$ cat src/rtl/rv32_ctrl_pkg.sv
// Shared types and encodings for the multi-cycle RV32I control unit.
// Holds opcodes, the FSM state type and the control-vector layout.
package rv32_ctrl_pkg;

    localparam logic [6:0] OpLw       = 7'b0000011;
    localparam logic [6:0] OpSw       = 7'b0100011;
    localparam logic [6:0] OpRType    = 7'b0110011;
    localparam logic [6:0] OpITypeAlu = 7'b0010011;
    localparam logic [6:0] OpBType    = 7'b1100011;
    localparam logic [6:0] OpJal      = 7'b1101111;
    localparam logic [6:0] OpJalr     = 7'b1100111;
    localparam logic [6:0] OpLui      = 7'b0110111;
    localparam logic [6:0] OpAuipc    = 7'b0010111;

    typedef enum logic [3:0] {
        StFetch, StDecode, StMemAdr, StMemRead, StMemWb, StMemWrite, StExecR, StExecI,
        StAluWb, StBranch, StJal, StJalr, StJalrWb, StUWb, StNopRet, StTrap
    } state_t;

    typedef enum logic [1:0] {SrcAPc = 2'b00, SrcAOldPc = 2'b01, SrcARs1 = 2'b10} alu_src_a_t;
    typedef enum logic [1:0] {SrcBRs2 = 2'b00, SrcBImm = 2'b01, SrcBFour = 2'b10} alu_src_b_t;
    typedef enum logic [1:0] {AluAdd = 2'b00, AluBranch = 2'b01, AluFunct = 2'b10} alu_op_t;
    typedef enum logic [1:0] {
        ResAluOut = 2'b00, ResMemData = 2'b01, ResAlu = 2'b10, ResImm = 2'b11
    } result_src_t;
    typedef enum logic [2:0] {
        ImmI = 3'b000, ImmS = 3'b001, ImmB = 3'b010, ImmJ = 3'b011, ImmU = 3'b100
    } imm_ctrl_t;

    typedef struct packed {
        logic        mem_req;
        logic        adr_src;
        logic        ir_write;
        logic        pc_write;
        logic        branch;
        logic        mem_write;
        alu_src_a_t  alu_src_a;
        alu_src_b_t  alu_src_b;
        alu_op_t     alu_op;
        result_src_t result_src;
        imm_ctrl_t   immediate_control;
        logic        u_imm_src;
        logic        reg_write;
        logic        instr_retired;
    } ctrl_t;

    // States that stall on mem_ready and therefore feed the watchdog.
    function automatic logic is_mem_wait_state(state_t s);
        return (s == StFetch) || (s == StMemRead) || (s == StMemWrite);
    endfunction

endpackage

$ cat src/rtl/multicycle_control_fsm_if.sv
// Control-unit boundary: memory handshake, opcode input and datapath control outputs.
// master = control unit, slave = datapath/memory side.
interface multicycle_control_fsm_if #(
    parameter int unsigned RETIRE_CNT_W = 32
);
    logic [6:0]              opcode;
    logic                    mem_ready;
    logic                    mem_req;
    logic                    adr_src;
    logic                    ir_write;
    logic                    pc_write;
    logic                    branch;
    logic                    mem_write;
    logic [1:0]              alu_src_a;
    logic [1:0]              alu_src_b;
    logic [1:0]              alu_op;
    logic [1:0]              result_src;
    logic [2:0]              immediate_control;
    logic                    u_imm_src;
    logic                    reg_write;
    logic                    illegal_instr;
    logic                    mem_timeout;
    logic                    instr_retired;
    logic [RETIRE_CNT_W-1:0] retire_count;

    modport master (
        input  opcode, mem_ready,
        output mem_req, adr_src, ir_write, pc_write, branch, mem_write, alu_src_a, alu_src_b,
               alu_op, result_src, immediate_control, u_imm_src, reg_write, illegal_instr,
               mem_timeout, instr_retired, retire_count
    );

    modport slave (
        output opcode, mem_ready,
        input  mem_req, adr_src, ir_write, pc_write, branch, mem_write, alu_src_a, alu_src_b,
               alu_op, result_src, immediate_control, u_imm_src, reg_write, illegal_instr,
               mem_timeout, instr_retired, retire_count
    );

endinterface

$ cat src/rtl/mc_output_decoder.sv
// Combinational state -> control-vector lookup for the multi-cycle control unit.
// Only FETCH (ir/pc write) and MEM_WRITE (retire) look at mem_ready.
module mc_output_decoder
    import rv32_ctrl_pkg::*;
(
    input  state_t     state,
    input  logic [6:0] opcode,
    input  logic       mem_ready,
    output ctrl_t      ctrl
);

    always_comb begin
        ctrl = '0;
        unique case (state)
            StFetch: begin
                ctrl.mem_req    = 1'b1;
                ctrl.adr_src    = 1'b0;
                ctrl.alu_src_a  = SrcAPc;
                ctrl.alu_src_b  = SrcBFour;
                ctrl.alu_op     = AluAdd;
                ctrl.result_src = ResAlu;
                ctrl.ir_write   = mem_ready;
                ctrl.pc_write   = mem_ready;
            end
            StDecode: begin
                // Branch target is precomputed here so BRANCH can finish in one cycle.
                ctrl.alu_src_a         = SrcAOldPc;
                ctrl.alu_src_b         = SrcBImm;
                ctrl.immediate_control = ImmB;
                ctrl.alu_op            = AluAdd;
            end
            StMemAdr: begin
                ctrl.alu_src_a         = SrcARs1;
                ctrl.alu_src_b         = SrcBImm;
                ctrl.immediate_control = (opcode == OpSw) ? ImmS : ImmI;
            end
            StMemRead: begin
                ctrl.mem_req = 1'b1;
                ctrl.adr_src = 1'b1;
            end
            StMemWb: begin
                ctrl.result_src    = ResMemData;
                ctrl.reg_write     = 1'b1;
                ctrl.instr_retired = 1'b1;
            end
            StMemWrite: begin
                ctrl.mem_req       = 1'b1;
                ctrl.mem_write     = 1'b1;
                ctrl.adr_src       = 1'b1;
                ctrl.instr_retired = mem_ready;
            end
            StExecR: begin
                ctrl.alu_src_a = SrcARs1;
                ctrl.alu_src_b = SrcBRs2;
                ctrl.alu_op    = AluFunct;
            end
            StExecI: begin
                ctrl.alu_src_a         = SrcARs1;
                ctrl.alu_src_b         = SrcBImm;
                ctrl.immediate_control = ImmI;
                ctrl.alu_op            = AluFunct;
            end
            StAluWb: begin
                ctrl.result_src    = ResAluOut;
                ctrl.reg_write     = 1'b1;
                ctrl.instr_retired = 1'b1;
            end
            StBranch: begin
                ctrl.alu_src_a     = SrcARs1;
                ctrl.alu_src_b     = SrcBRs2;
                ctrl.alu_op        = AluBranch;
                ctrl.result_src    = ResAluOut;
                ctrl.branch        = 1'b1;
                ctrl.instr_retired = 1'b1;
            end
            StJal: begin
                ctrl.alu_src_a  = SrcAOldPc;
                ctrl.alu_src_b  = SrcBFour;
                ctrl.result_src = ResAluOut;
                ctrl.pc_write   = 1'b1;
            end
            StJalr: begin
                ctrl.alu_src_a         = SrcARs1;
                ctrl.alu_src_b         = SrcBImm;
                ctrl.immediate_control = ImmI;
                ctrl.result_src        = ResAlu;
                ctrl.pc_write          = 1'b1;
            end
            StJalrWb: begin
                ctrl.alu_src_a     = SrcAOldPc;
                ctrl.alu_src_b     = SrcBFour;
                ctrl.result_src    = ResAlu;
                ctrl.reg_write     = 1'b1;
                ctrl.instr_retired = 1'b1;
            end
            StUWb: begin
                // opcode[5] separates LUI (1) from AUIPC (0).
                ctrl.immediate_control = ImmU;
                ctrl.u_imm_src         = ~opcode[5];
                ctrl.alu_src_a         = SrcAOldPc;
                ctrl.alu_src_b         = SrcBImm;
                ctrl.alu_op            = AluAdd;
                ctrl.result_src        = opcode[5] ? ResImm : ResAlu;
                ctrl.reg_write         = 1'b1;
                ctrl.instr_retired     = 1'b1;
            end
            StNopRet: begin
                ctrl.instr_retired = 1'b1;
            end
            StTrap: begin
                ctrl = '0;
            end
            default: begin
                ctrl = '0;
            end
        endcase
    end

endmodule

$ cat src/rtl/multicycle_control_fsm.sv
// Multi-cycle RV32I control unit: state register, next-state logic, memory watchdog
// and retired-instruction counter. Control outputs come from mc_output_decoder.
module multicycle_control_fsm
    import rv32_ctrl_pkg::*;
#(
    parameter bit          TRAP_ON_ILLEGAL = 1'b1,
    parameter int unsigned MEM_TIMEOUT     = 0,
    parameter int unsigned RETIRE_CNT_W    = 32
) (
    input logic                      clk,
    input logic                      reset,
    multicycle_control_fsm_if.master bus
);

    localparam int unsigned WdW = (MEM_TIMEOUT > 1) ? $clog2(MEM_TIMEOUT) : 1;
    localparam logic [WdW-1:0] WdLast = WdW'(MEM_TIMEOUT - 1);

    state_t                  state_q, state_d;
    logic [WdW-1:0]          wait_cnt_q, wait_cnt_d;
    logic [RETIRE_CNT_W-1:0] retire_cnt_q;
    logic                    mem_timeout_q;
    logic                    waiting, wd_fire;
    ctrl_t                   ctrl_raw, ctrl;

    mc_output_decoder u_output_decoder (
        .state     (state_q),
        .opcode    (bus.opcode),
        .mem_ready (bus.mem_ready),
        .ctrl      (ctrl_raw)
    );

    // Outputs read all-zero while reset is held, whatever the state.
    assign ctrl = reset ? '0 : ctrl_raw;

    always_comb begin
        state_d = state_q;
        unique case (state_q)
            StFetch:    if (bus.mem_ready) state_d = StDecode;
            StDecode: begin
                case (bus.opcode)
                    OpLw, OpSw:      state_d = StMemAdr;
                    OpRType:         state_d = StExecR;
                    OpITypeAlu:      state_d = StExecI;
                    OpBType:         state_d = StBranch;
                    OpJal:           state_d = StJal;
                    OpJalr:          state_d = StJalr;
                    OpLui, OpAuipc:  state_d = StUWb;
                    default:         state_d = TRAP_ON_ILLEGAL ? StTrap : StNopRet;
                endcase
            end
            StMemAdr:   state_d = (bus.opcode == OpSw) ? StMemWrite : StMemRead;
            StMemRead:  if (bus.mem_ready) state_d = StMemWb;
            StMemWrite: if (bus.mem_ready) state_d = StFetch;
            StExecR, StExecI, StJal: state_d = StAluWb;
            StJalr:     state_d = StJalrWb;
            StMemWb, StAluWb, StBranch, StJalrWb, StUWb, StNopRet: state_d = StFetch;
            StTrap:     state_d = StTrap;
            default:    state_d = StFetch;
        endcase

        waiting = is_mem_wait_state(state_q) && !bus.mem_ready;
        wd_fire = (MEM_TIMEOUT != 0) && waiting && (wait_cnt_q == WdLast);
        if (wd_fire) state_d = StTrap;

        // Any state change clears the count; only consecutive stall cycles accumulate.
        if ((MEM_TIMEOUT != 0) && waiting && !wd_fire) wait_cnt_d = wait_cnt_q + 1'b1;
        else                                           wait_cnt_d = '0;
    end

    always_ff @(posedge clk) begin
        if (reset) begin
            state_q       <= StFetch;
            wait_cnt_q    <= '0;
            retire_cnt_q  <= '0;
            mem_timeout_q <= 1'b0;
        end else begin
            state_q    <= state_d;
            wait_cnt_q <= wait_cnt_d;
            if (wd_fire)            mem_timeout_q <= 1'b1;
            if (ctrl.instr_retired) retire_cnt_q  <= retire_cnt_q + 1'b1;
        end
    end

    assign bus.mem_req           = ctrl.mem_req;
    assign bus.adr_src           = ctrl.adr_src;
    assign bus.ir_write          = ctrl.ir_write;
    assign bus.pc_write          = ctrl.pc_write;
    assign bus.branch            = ctrl.branch;
    assign bus.mem_write         = ctrl.mem_write;
    assign bus.alu_src_a         = ctrl.alu_src_a;
    assign bus.alu_src_b         = ctrl.alu_src_b;
    assign bus.alu_op            = ctrl.alu_op;
    assign bus.result_src        = ctrl.result_src;
    assign bus.immediate_control = ctrl.immediate_control;
    assign bus.u_imm_src         = ctrl.u_imm_src;
    assign bus.reg_write         = ctrl.reg_write;
    assign bus.instr_retired     = ctrl.instr_retired;
    assign bus.illegal_instr     = !reset && (state_q == StTrap) && !mem_timeout_q;
    assign bus.mem_timeout       = mem_timeout_q;
    assign bus.retire_count      = retire_cnt_q;

endmodule

$ cat src/flat_wrapper.sv
// flat-port wrapper written by rule: the top's interface ports become plain ports
module multicycle_control_fsm_flat import rv32_ctrl_pkg::*;
#(
    parameter bit          TRAP_ON_ILLEGAL = 1'b1,
    parameter int unsigned MEM_TIMEOUT     = 0,
    parameter int unsigned RETIRE_CNT_W    = 32
)
  (clk, reset, bus_opcode, bus_mem_ready, bus_mem_req, bus_adr_src, bus_ir_write, bus_pc_write, bus_branch, bus_mem_write, bus_alu_src_a, bus_alu_src_b, bus_alu_op, bus_result_src, bus_immediate_control, bus_u_imm_src, bus_reg_write, bus_illegal_instr, bus_mem_timeout, bus_instr_retired, bus_retire_count);
  multicycle_control_fsm_if #(.RETIRE_CNT_W(RETIRE_CNT_W)) bus_i ();
  input logic clk;
  input logic reset;
  input wire logic [$bits(bus_i.opcode)-1:0] bus_opcode;
  input wire logic [$bits(bus_i.mem_ready)-1:0] bus_mem_ready;
  output wire logic [$bits(bus_i.mem_req)-1:0] bus_mem_req;
  output wire logic [$bits(bus_i.adr_src)-1:0] bus_adr_src;
  output wire logic [$bits(bus_i.ir_write)-1:0] bus_ir_write;
  output wire logic [$bits(bus_i.pc_write)-1:0] bus_pc_write;
  output wire logic [$bits(bus_i.branch)-1:0] bus_branch;
  output wire logic [$bits(bus_i.mem_write)-1:0] bus_mem_write;
  output wire logic [$bits(bus_i.alu_src_a)-1:0] bus_alu_src_a;
  output wire logic [$bits(bus_i.alu_src_b)-1:0] bus_alu_src_b;
  output wire logic [$bits(bus_i.alu_op)-1:0] bus_alu_op;
  output wire logic [$bits(bus_i.result_src)-1:0] bus_result_src;
  output wire logic [$bits(bus_i.immediate_control)-1:0] bus_immediate_control;
  output wire logic [$bits(bus_i.u_imm_src)-1:0] bus_u_imm_src;
  output wire logic [$bits(bus_i.reg_write)-1:0] bus_reg_write;
  output wire logic [$bits(bus_i.illegal_instr)-1:0] bus_illegal_instr;
  output wire logic [$bits(bus_i.mem_timeout)-1:0] bus_mem_timeout;
  output wire logic [$bits(bus_i.instr_retired)-1:0] bus_instr_retired;
  output wire logic [$bits(bus_i.retire_count)-1:0] bus_retire_count;
  assign bus_i.opcode = bus_opcode;
  assign bus_i.mem_ready = bus_mem_ready;
  assign bus_mem_req = bus_i.mem_req;
  assign bus_adr_src = bus_i.adr_src;
  assign bus_ir_write = bus_i.ir_write;
  assign bus_pc_write = bus_i.pc_write;
  assign bus_branch = bus_i.branch;
  assign bus_mem_write = bus_i.mem_write;
  assign bus_alu_src_a = bus_i.alu_src_a;
  assign bus_alu_src_b = bus_i.alu_src_b;
  assign bus_alu_op = bus_i.alu_op;
  assign bus_result_src = bus_i.result_src;
  assign bus_immediate_control = bus_i.immediate_control;
  assign bus_u_imm_src = bus_i.u_imm_src;
  assign bus_reg_write = bus_i.reg_write;
  assign bus_illegal_instr = bus_i.illegal_instr;
  assign bus_mem_timeout = bus_i.mem_timeout;
  assign bus_instr_retired = bus_i.instr_retired;
  assign bus_retire_count = bus_i.retire_count;
  multicycle_control_fsm #(.TRAP_ON_ILLEGAL(TRAP_ON_ILLEGAL), .MEM_TIMEOUT(MEM_TIMEOUT), .RETIRE_CNT_W(RETIRE_CNT_W)) u_core (.clk(clk), .reset(reset), .bus(bus_i));
endmodule
$ cat config.mk
export PLATFORM = sky130hd
export DESIGN_NAME = multicycle_control_fsm_flat
export DESIGN_NICKNAME = d
export VERILOG_FILES = /design/src/rtl/rv32_ctrl_pkg.sv /design/src/rtl/multicycle_control_fsm_if.sv /design/src/rtl/mc_output_decoder.sv /design/src/rtl/multicycle_control_fsm.sv /design/src/flat_wrapper.sv
export SDC_FILE = /design/constraint.sdc
export NUM_CORES = 1
export LEC_CHECK = 0
export ABC_AREA = 1
export CAP_MARGIN = 20
export CORE_MARGIN = 2
export CORE_UTILIZATION = 45
export CTS_CLUSTER_SIZE = 25
export DETAILED_ROUTE_END_ITERATION = 6
export PLACE_DENSITY = 0.77
export SLEW_MARGIN = 15
export SYNTH_ARGS = -nofsm -noshare
export SYNTH_HDL_FRONTEND = slang
export SYNTH_SLANG_ARGS = --single-unit
$ cat constraint.sdc
create_clock -name clk -period 2.2 [get_ports clk]
set_input_delay 0.66 -clock clk [delete_from_list [all_inputs] [get_ports clk]]
set_output_delay 0.66 -clock clk [all_outputs]
set_load 0.005 [all_outputs]
Yosys cells after proc, flatten, opt, wreduce, memory -nomap -nowiden

Cells that the tools add are included.

Bits in registers: 36
Input port bits: 10
Output and inout bits: 54
Logic and storage cells: 69

Add/subtract/negate cells: 1
Equality and inequality tests: 27
Mux-type cells: 21
Bitwise operators: 1
Reduce and logical (&&, ||, !) cells: 17

Operator list:

| kind                                                             | number |
|---|---|
| 4-bit case mux with 9 select lines                               | 1 |
| 32-bit by 1-bit adder with 32-bit output (second input constant) | 1 |
| 4-bit == test (second input constant)                            | 8 |
| 4-bit case mux with 7 select lines                               | 1 |
| 7-bit by 6-bit == test with 1-bit output (second input constant) | 3 |
| 7-bit == test (second input constant)                            | 3 |
| 20-bit 2-to-1 mux                                                | 1 |
| 4-bit case mux with 5 select lines                               | 1 |
| 4-bit by 3-bit == test with 1-bit output (second input constant) | 4 |
| 2-bit OR reduction                                               | 8 |
| 7-bit by 5-bit == test with 1-bit output (second input constant) | 2 |
| 4-bit 2-to-1 mux                                                 | 3 |
| 3-bit case mux with 3 select lines                               | 1 |
| 3-bit OR reduction                                               | 3 |
| 4-bit by 2-bit == test with 1-bit output (second input constant) | 2 |
| 2-bit case mux with 2 select lines                               | 2 |
| 7-bit by 2-bit == test with 1-bit output (second input constant) | 1 |
| 1-bit 2-to-1 mux                                                 | 7 |
| 2-bit != test (second input constant)                            | 3 |
| 2-bit case mux with 3 select lines                               | 1 |
| 6-bit OR reduction                                               | 1 |
| 4-bit by 1-bit == test with 1-bit output (second input constant) | 1 |
| 4-bit zero test                                                  | 1 |
| 1-bit case mux with 2 select lines                               | 2 |
| other kinds (6)                                                  | 6 |

Logic depth before layout (Yosys ltp)

Gate-level depths: netlist of the first run.

Depth after elaboration: 4
Gate-level depth with buffers: 11
Mapped depth without buffers: 10

Hierarchy

Synthesis of the first run repeated with hierarchy kept, for this count alone.

Cells, all modules: 451
Area total of the unflattened synthesis: 2648.8 um^2

Modules (own cells, without submodules):

| module                 | times used | cells each | area each (um^2) | sequential area each (um^2) |
|---|---|---|---|---|
| multicycle_control_fsm | 1          | 386        | 2363.5           | 720.7 |
| mc_output_decoder      | 1          | 65         | 285.3            | 0.0 |

Worst setup path after synthesis of the first run

Ideal clock, no wire load.

Kind: in2out
From: input reset
To: output bus_adr_src
Arrival time: 1591 ps
Required time: 1540 ps
Setup slack: -51 ps
Stages on the path: 4
Buffers on the path: 3
Cell sequence: clkbuf_1 -> clkbuf_1 -> buf_1 -> a21oi_1

Cells in the longest elaborated chain, start to end: 1

RTL lines:

| what              | line                         | text |
|---|---|---|
| start, declared   | flat_wrapper.sv:11           | `input logic reset;` |
| 20-bit 2-to-1 mux | multicycle_control_fsm.sv:33 | `assign ctrl = reset ? '0 : ctrl_raw;` |
| end, declared     | flat_wrapper.sv:15           | `output wire logic [$bits(bus_i.adr_src)-1:0] bus_adr_src;` |

Every way passes these cells.

Worst setup path in the final report of the first run

From: input bus_opcode[3]
To: output bus_immediate_control[0]

Cells in the longest elaborated chain, start to end: 4

RTL lines:

| what                                     | line                         | text |
|---|---|---|
| start, declared                          | flat_wrapper.sv:12           | `input wire logic [$bits(bus_i.opcode)-1:0] bus_opcode;` |
| 7-bit by 6-bit == test with 1-bit output | mc_output_decoder.sv:35      | `ctrl.immediate_control = (opcode == OpSw) ? ImmS : ImmI;` |
| 1-bit 2-to-1 mux                         | mc_output_decoder.sv:35      |  |
| 3-bit case mux with 3 select lines       | mc_output_decoder.sv:14      | `unique case (state)` |
| 20-bit 2-to-1 mux                        | multicycle_control_fsm.sv:33 |  |
| end, declared                            | flat_wrapper.sv:24           | `output wire logic [$bits(bus_i.immediate_control)-1:0] bus_immediate_control;` |

Every way passes these cells.

==> results of run 1 <==
==> layer usage <==
metal,vias to the layer above,share of wire (%)
met5,-,0
met4,0,3.0
met3,33,7.8
met2,149,47
met1,1561,42
li1,1652,-
==> kinds of logic (layout without fill, tap and decap cells) <==
| group | after synthesis | count (layout) | share of synthesized area (%) |
|---|---|---|---|
| AOI/OAI and AO/OA | 48 | 48 | 11.5 |
| xor gates and xnor gates | 12 | 12 | 4.00 |
| adders and majority gates | 1 | 1 | 0.476 |
| buffers and inverters | 65 | 183 | 10.4 |
| DFF | 36 | 36 | 27.4 |
| other | 1 | 1 | 0.143 |
| and+or+nand+nor | 288 | 288 | 46.0 |
==> power by group through the flow <==
stage	registers, mW	clock network, mW	logic (mW)
2_1_floorplan	0.768	0	0.699
3_3_place_gp	0.776	0	1.23
3_5_place_dp	0.780	0	1.24
4_1_cts	0.795	0.465	1.60
5_1_grt	0.811	0.487	2.00
6_report	0.804	0.455	1.88
==> state kept, by name (all words and copies together) (netlist names) <==
| signal | flops |
|---|---|
| u_core.bus.retire_count | 32 |
| u_core.state_q | 4 |
==> cells in the mapped netlist, drive strengths merged, types with 2 or more instances <==
| master | instances | area [um2] |
|---|---|---|
| nor3 | 14 | 70.1 |
| a41oi | 4 | 35.0 |
| buf | 7 | 56.3 |
| nor4 | 2 | 12.5 |
| a31oi | 2 | 12.5 |
| nand3b | 3 | 22.5 |
| nand4 | 4 | 25.0 |
| dfxtp | 36 | 721 |
| a21oi | 29 | 179 |
| and3 | 2 | 12.5 |
| clkbuf | 5 | 18.8 |
| nor3b | 2 | 15.0 |
| xnor2 | 3 | 26.3 |
| xor2 | 9 | 78.8 |
| nand3 | 23 | 115 |
| nor2 | 87 | 363 |
| nand2 | 151 | 574 |
| o21ai | 10 | 50.1 |
| inv | 53 | 199 |
==> worst register-to-register path, cell delays in order, from the launching register on <==
cell      delay, ns
dfxtp_4        0.38
inv_4          0.05
nand2_4        0.09
inv_2          0.05
buf_6          0.12
nand2_4        0.06
nand3_2        0.07
buf_4          0.14
buf_4          0.12
buf_4          0.12
buf_4          0.12
buf_4          0.12
buf_4          0.12
buf_4          0.13
nand2_4        0.06
o211ai_1       0.10
nand2_1        0.09
inv_1          0.03
==> layout make-up <==
cell class / instances / area [um2]
Multi-Input combinational cell: 350 / 1800
Sequential cell: 36 / 736
Inverter: 53 / 206
Timing Repair Buffer: 123 / 1030
Tap cell: 72 / 90.1
Clock buffer: 5 / 68.8
Fill cell: 487 / 1630
Clock inverter: 2 / 12.5
==> worst paths after layout <==
kind,from,slack (ns),endpoint
max,bus_opcode[3],-0.05,bus_immediate_control[0]
min,u_core.bus.retire_count[31]$_SDFFE_PP0P_,0.50,u_core.bus.retire_count[31]$_SDFFE_PP0P_
max reg2reg,u_core.state_q[3]$_SDFFE_PP0P_,0.14,u_core.state_q[1]$_SDFFE_PP0P_
min reg2reg,u_core.bus.retire_count[31]$_SDFFE_PP0P_,0.50,u_core.bus.retire_count[31]$_SDFFE_PP0P_
==> what timing repair did <==
item                       CTS  global route
setup endpoints to repair   21            19
gates resized for setup     98            38
setup buffers               20            10
pin swaps                   13            16
==> results.py, run 1 <==
metrics = {
    "synthesis": {
        "async_flop_share_pct": 0,
        "avgSynthCellArea_um2": 5.83,
        "synth_edf_count": 0,
        "ys_seq_elements": 36,
        "yosysSeqAreaShare_pct": 27.4,
        "netlist_instances": 451,
        "synth-main-ff-cell": "dfxtp_1",
        "ys_types": 34,
        "syn_area_um2": 2630,
        "synth_fp_nets": 462,
        "ys_warn_count": 0,
    },
    "global_route": {
        "grtUsageMet1_pct": 40.4,
        "gr-usage-met3_pct": 3.37,
        "grt_pass1_vias": 3148,
        "grt_overflow": 0,
        "grt.busiest_layer": "met2",
        "grt_use_met2_pct": 46.2,
        "antenna_found_initial": 0,
        "track_usage_pct": 28.7,
        "grt_max_degree": 20,
        "grt_first_pass_wirelength_um": 14600,
    },
    "clock_network": {
        "root_buffer": "clkbuf_8",
        "clk_path_buf_depth": 2,
        "cts_made_buffers": 5,
        "postCtsHoldBufs": 0,
        "clk-insertion-delay-late_ns": 0.29,
        "cts_tree": "yes",
        "cts.sinks": 36,
        "path_clk_slew_ns": 0.07,
        "h-tree-depth": 2,
    },
    "final_layout": {
        "instances_no_fill": 641,
        "drive_above_1_share_pct": 24.8,
        "final_common_cell": "nand2_1",
        "syn_to_final_growth_pct": 50.2,
        "stdcell_area_um2": 3950,
        "layout_common_cells": "nand2_1 (139), nor2_1 (72), buf_4 (55)",
        "final_util_pct": 70.8,
        "antennaDiodeCount": 0,
        "layout.nets": 580,
    },
    "timing": {
        "period_needed_ns": 2.25,
        "rsz0062_at_grt": "yes",
        "setup_ws_ns": -0.0548,
        "hold_violations": 0,
        "setup_tns_ns": -0.0944,
        "drv_slew": 0,
        "finClkSkew_ns": 0.00444,
        "finalCritPeriodShare_pct": 102,
        "fmax_mhz": 444,
        "setup_viol": 2,
        "holdWs_ns": 0.501,
    },
    "power": {
        "p_comb_share_pct": 59.8,
        "power_mw": 3.14,
        "power_switching_mw": 1.28,
        "p_per_area_nw_per_um2": 795,
        "p_leak_nw": 1.58,
        "swShare_pct": 40.9,
        "p_clk_share_pct": 14.5,
        "internal_power_mw": 1.85,
        "pwr-share-seq_pct": 25.6,
        "ir_drop_v": 0.000538,
    },
    "flow_run": {
        "drv_cap": 0,
    },
    "setup_path": {
        "crit_top_cell": "nor2_2",
        "crit_arrival_ns": 1.59,
        "critPathKind": "in2out",
        "required_ns": 1.54,
        "cp_max_fo": 2,
        "cp.depth": 7,
        "crit_slowest_cell": "dlygate4sd2_1",
        "start_kind": "primary input",
        "critPathMaxStageDelay_ns": 0.25,
        "ff2ff_path_depth": 17,
        "crit_family": "simple AND/OR/NAND/NOR gates",
        "setup.worst_path.end_class": "output port",
        "critPathBufInv": 3,
        "path_cells": "dlygate4sd2_1 > nor2_2 > nand3_2 > nor2_2 > inv_1 > nor3_2 > buf_2",
    },
    "die": {
        "start_util_pct": 47.1,
        "die_y_um": 80.4,
        "dieWidth_um": 80.4,
        "rows": 27,
        "ios": 64,
        "core_um2": 5570,
        "die_area_um2": 6470,
    },
    "detailed_routing": {
        "drc": 0,
        "antenna_left": 0,
        "vias": 3395,
        "drt_iter0_drc": 317,
        "avgRoutedWirePerCell_um": 13.9,
        "dr.pass1.iters": 5,
        "routed_wl_um": 8900,
        "viasPerCell": 5.30,
    },
    "placed_design": {
        "place_inst": 606,
        "gp_congestion": 0.946,
        "dp_hpwl_um": 6450,
        "preCtsSetupSlack_ns": -0.726,
        "port_buffers": 62,
        "placed_area_um2": 3510,
    },
    "worst_hold_path": {
        "hold_class": "reg2reg",
        "worstHoldPathCells": 2,
    },
    "status": {
        "status": "finished, violations left",
        "violations": "negative setup slack",
    },
}
Power figures use the tool's default switching activity.
==> run 2: changes to the inputs <==
CORE_UTILIZATION = 50   (was 45)
PLACE_DENSITY = 0.81   (was 0.77)
clock period = 2.25 ns   (was 2.2 ns; I/O delays follow)
==> results.py, run 2 (synthesis results as in run 1) <==
metrics = {
    "clock_network": {
        "root_buffer": "clkbuf_8",
        "cts_made_buffers": 5,
        "h-tree-depth": 2,
        "path_clk_slew_ns": 0.08,
        "postCtsHoldBufs": 0,
        "cts.sinks": 36,
        "clk_path_buf_depth": 2,
        "clk-insertion-delay-late_ns": 0.30,
        "cts_tree": "yes",
    },
    "global_route": {
        "track_usage_pct": 28.7,
        "grt_max_degree": 20,
        "grt_pass1_vias": 2957,
        "grt_overflow": 0,
        "grt_first_pass_wirelength_um": 13700,
        "antenna_found_initial": 0,
    },
    "setup_path": {
        "crit_arrival_ns": 1.77,
        "required_ns": 1.57,
        "critPathKind": "in2out",
        "r2r_start": "u_core.state_q[3]$_SDFFE_PP0P_",
        "cp_max_fo": 3,
        "timing.rr.end": "u_core.bus.retire_count[30]$_SDFFE_PP0P_",
        "setup.worst_path.end_class": "output port",
        "crit_path_start": "bus_opcode[1]",
        "start_kind": "primary input",
        "rrSetupSlack_ns": 0.38,
        "ff2ff_path_depth": 11,
    },
    "die": {
        "die_y_um": 76.5,
        "core_um2": 5070,
        "start_util_pct": 51.8,
        "ios": 64,
        "die_area_um2": 5850,
        "rows": 26,
        "dieWidth_um": 76.5,
    },
    "placed_design": {
        "preCtsSetupSlack_ns": -0.683,
        "port_buffers": 62,
        "gp_congestion": 0.955,
        "dp_hpwl_um": 6480,
    },
    "final_layout": {
        "layout.nets": 569,
        "syn_to_final_growth_pct": 47.9,
        "antennaDiodeCount": 0,
        "final_util_pct": 76.6,
        "layout_common_cells": "nand2_1 (142), nor2_1 (72), buf_4 (46)",
        "drive_above_1_share_pct": 22.0,
        "final_common_cell": "nand2_1",
        "largest_reg_flops": 32,
    },
    "timing": {
        "rsz0062_at_grt": "yes",
        "finClkSkew_ns": 0.0131,
        "setup_ws_ns": -0.199,
        "fmax_mhz": 408,
        "period_needed_ns": 2.45,
        "setup_viol": 2,
        "drv_slew": 0,
        "hold_violations": 0,
        "finalCritPeriodShare_pct": 109,
        "setup_tns_ns": -0.215,
    },
    "power": {
        "swShare_pct": 42.9,
        "power_mw": 2.92,
        "p_comb_share_pct": 56.1,
        "p_clk_share_pct": 16.6,
        "p_leak_nw": 1.53,
        "pwr-share-seq_pct": 27.4,
        "ir_drop_v": 0.000726,
        "power_switching_mw": 1.25,
        "p_per_area_nw_per_um2": 750,
        "internal_power_mw": 1.67,
    },
    "detailed_routing": {
        "routed_wl_um": 9050,
        "viasPerCell": 5.37,
        "dr.pass1.iters": 5,
        "vias": 3378,
        "antenna_left": 0,
        "drt_iter0_drc": 271,
        "avgRoutedWirePerCell_um": 14.4,
        "drc": 0,
    },
    "status": {
        "status": "finished, violations left",
        "violations": "negative setup slack",
    },
    "worst_hold_path": {
        "hold_class": "reg2reg",
        "min_to": "u_core.bus.retire_count[24]$_SDFFE_PP0P_",
        "worstHoldPathCells": 2,
        "min_from": "u_core.bus.retire_count[24]$_SDFFE_PP0P_",
    },
    "flow_run": {
        "drv_cap": 0,
    },
}
-- run 2: changes by cell type in the layout (fill, tap and decap cells not counted), sizes merged --
cell,before,now
buf,72,52
clkdlybuf4s15,2,6
clkdlybuf4s50,32,36
clkbuf,6,8
clkinv,1,3
dlygate4sd2,14,12
clkinvlp,1,0
dlymetal6s2s,2,3
-- run 2: metrics by stage --
stage / area (um2) / instances / hold slack (ns)
6_report: 3880 / 629 / 0.514
5_1_grt: 3880 / 629 / 0.528
4_1_cts: 3730 / 620 / 0.508
3_5_place_dp: 3510 / 603 / 0.492
3_3_place_gp: 3510 / 603 / 0.482
2_1_floorplan: 2630 / 451 / 0.482
-- run 2: worst max-delay path: stages --
cell,delay (ns)
clkdlybuf4s50_1,0.48
nand2_2,0.07
inv_2,0.06
nand3_2,0.07
nor2_2,0.12
inv_2,0.05
nor3_2,0.10
buf_2,0.14
-- run 2: power by group through the flow --
stage          clock (mW)  sequential [mW]  combinational [mW]
6_report            0.483            0.798                1.63
5_1_grt             0.509            0.802                1.73
4_1_cts             0.479            0.788                1.37
3_5_place_dp            0            0.764                1.23
3_3_place_gp            0            0.762                1.22
2_1_floorplan           0            0.750               0.683
-- run 2: metal layers --
metal	wire [um]	global-route usage, %	part of all wire, %	vias up
li1	-	-	-	1630
met1	3780	38.7	42	1557
met2	4320	47.3	48	162
met3	746	4.03	8.2	29
met4	206	9.64	2.3	0
met5	0	0	0	-
-- run 2: worst max-delay path by stage --
stage	endpoint	slack, ns
finish	bus_immediate_control[0]	-0.20
CTS	bus_immediate_control[0]	-0.26
global route	bus_immediate_control[0]	-0.28
floorplan	bus_adr_src	0.08
detailed placement	bus_immediate_control[0]	-0.68
global placement	bus_immediate_control[0]	-0.62
-- run 2: final cells by class --
class                   instances  area (um2)
well taps                      70        87.6
clock buffers                   5        68.8
clock inverters                 3        18.8
inverters                      53         204
fillers                       405        1190
repair buffers                112         988
multi-input cells             350        1780
flip-flops and latches         36         736
-- run 2: what timing repair did --
action                                  4_1_cts  5_1_grt
setup buffers                                 9        9
pin swaps                                     4       15
gates resized for setup                      67       35
endpoints found under the setup margin       21       13
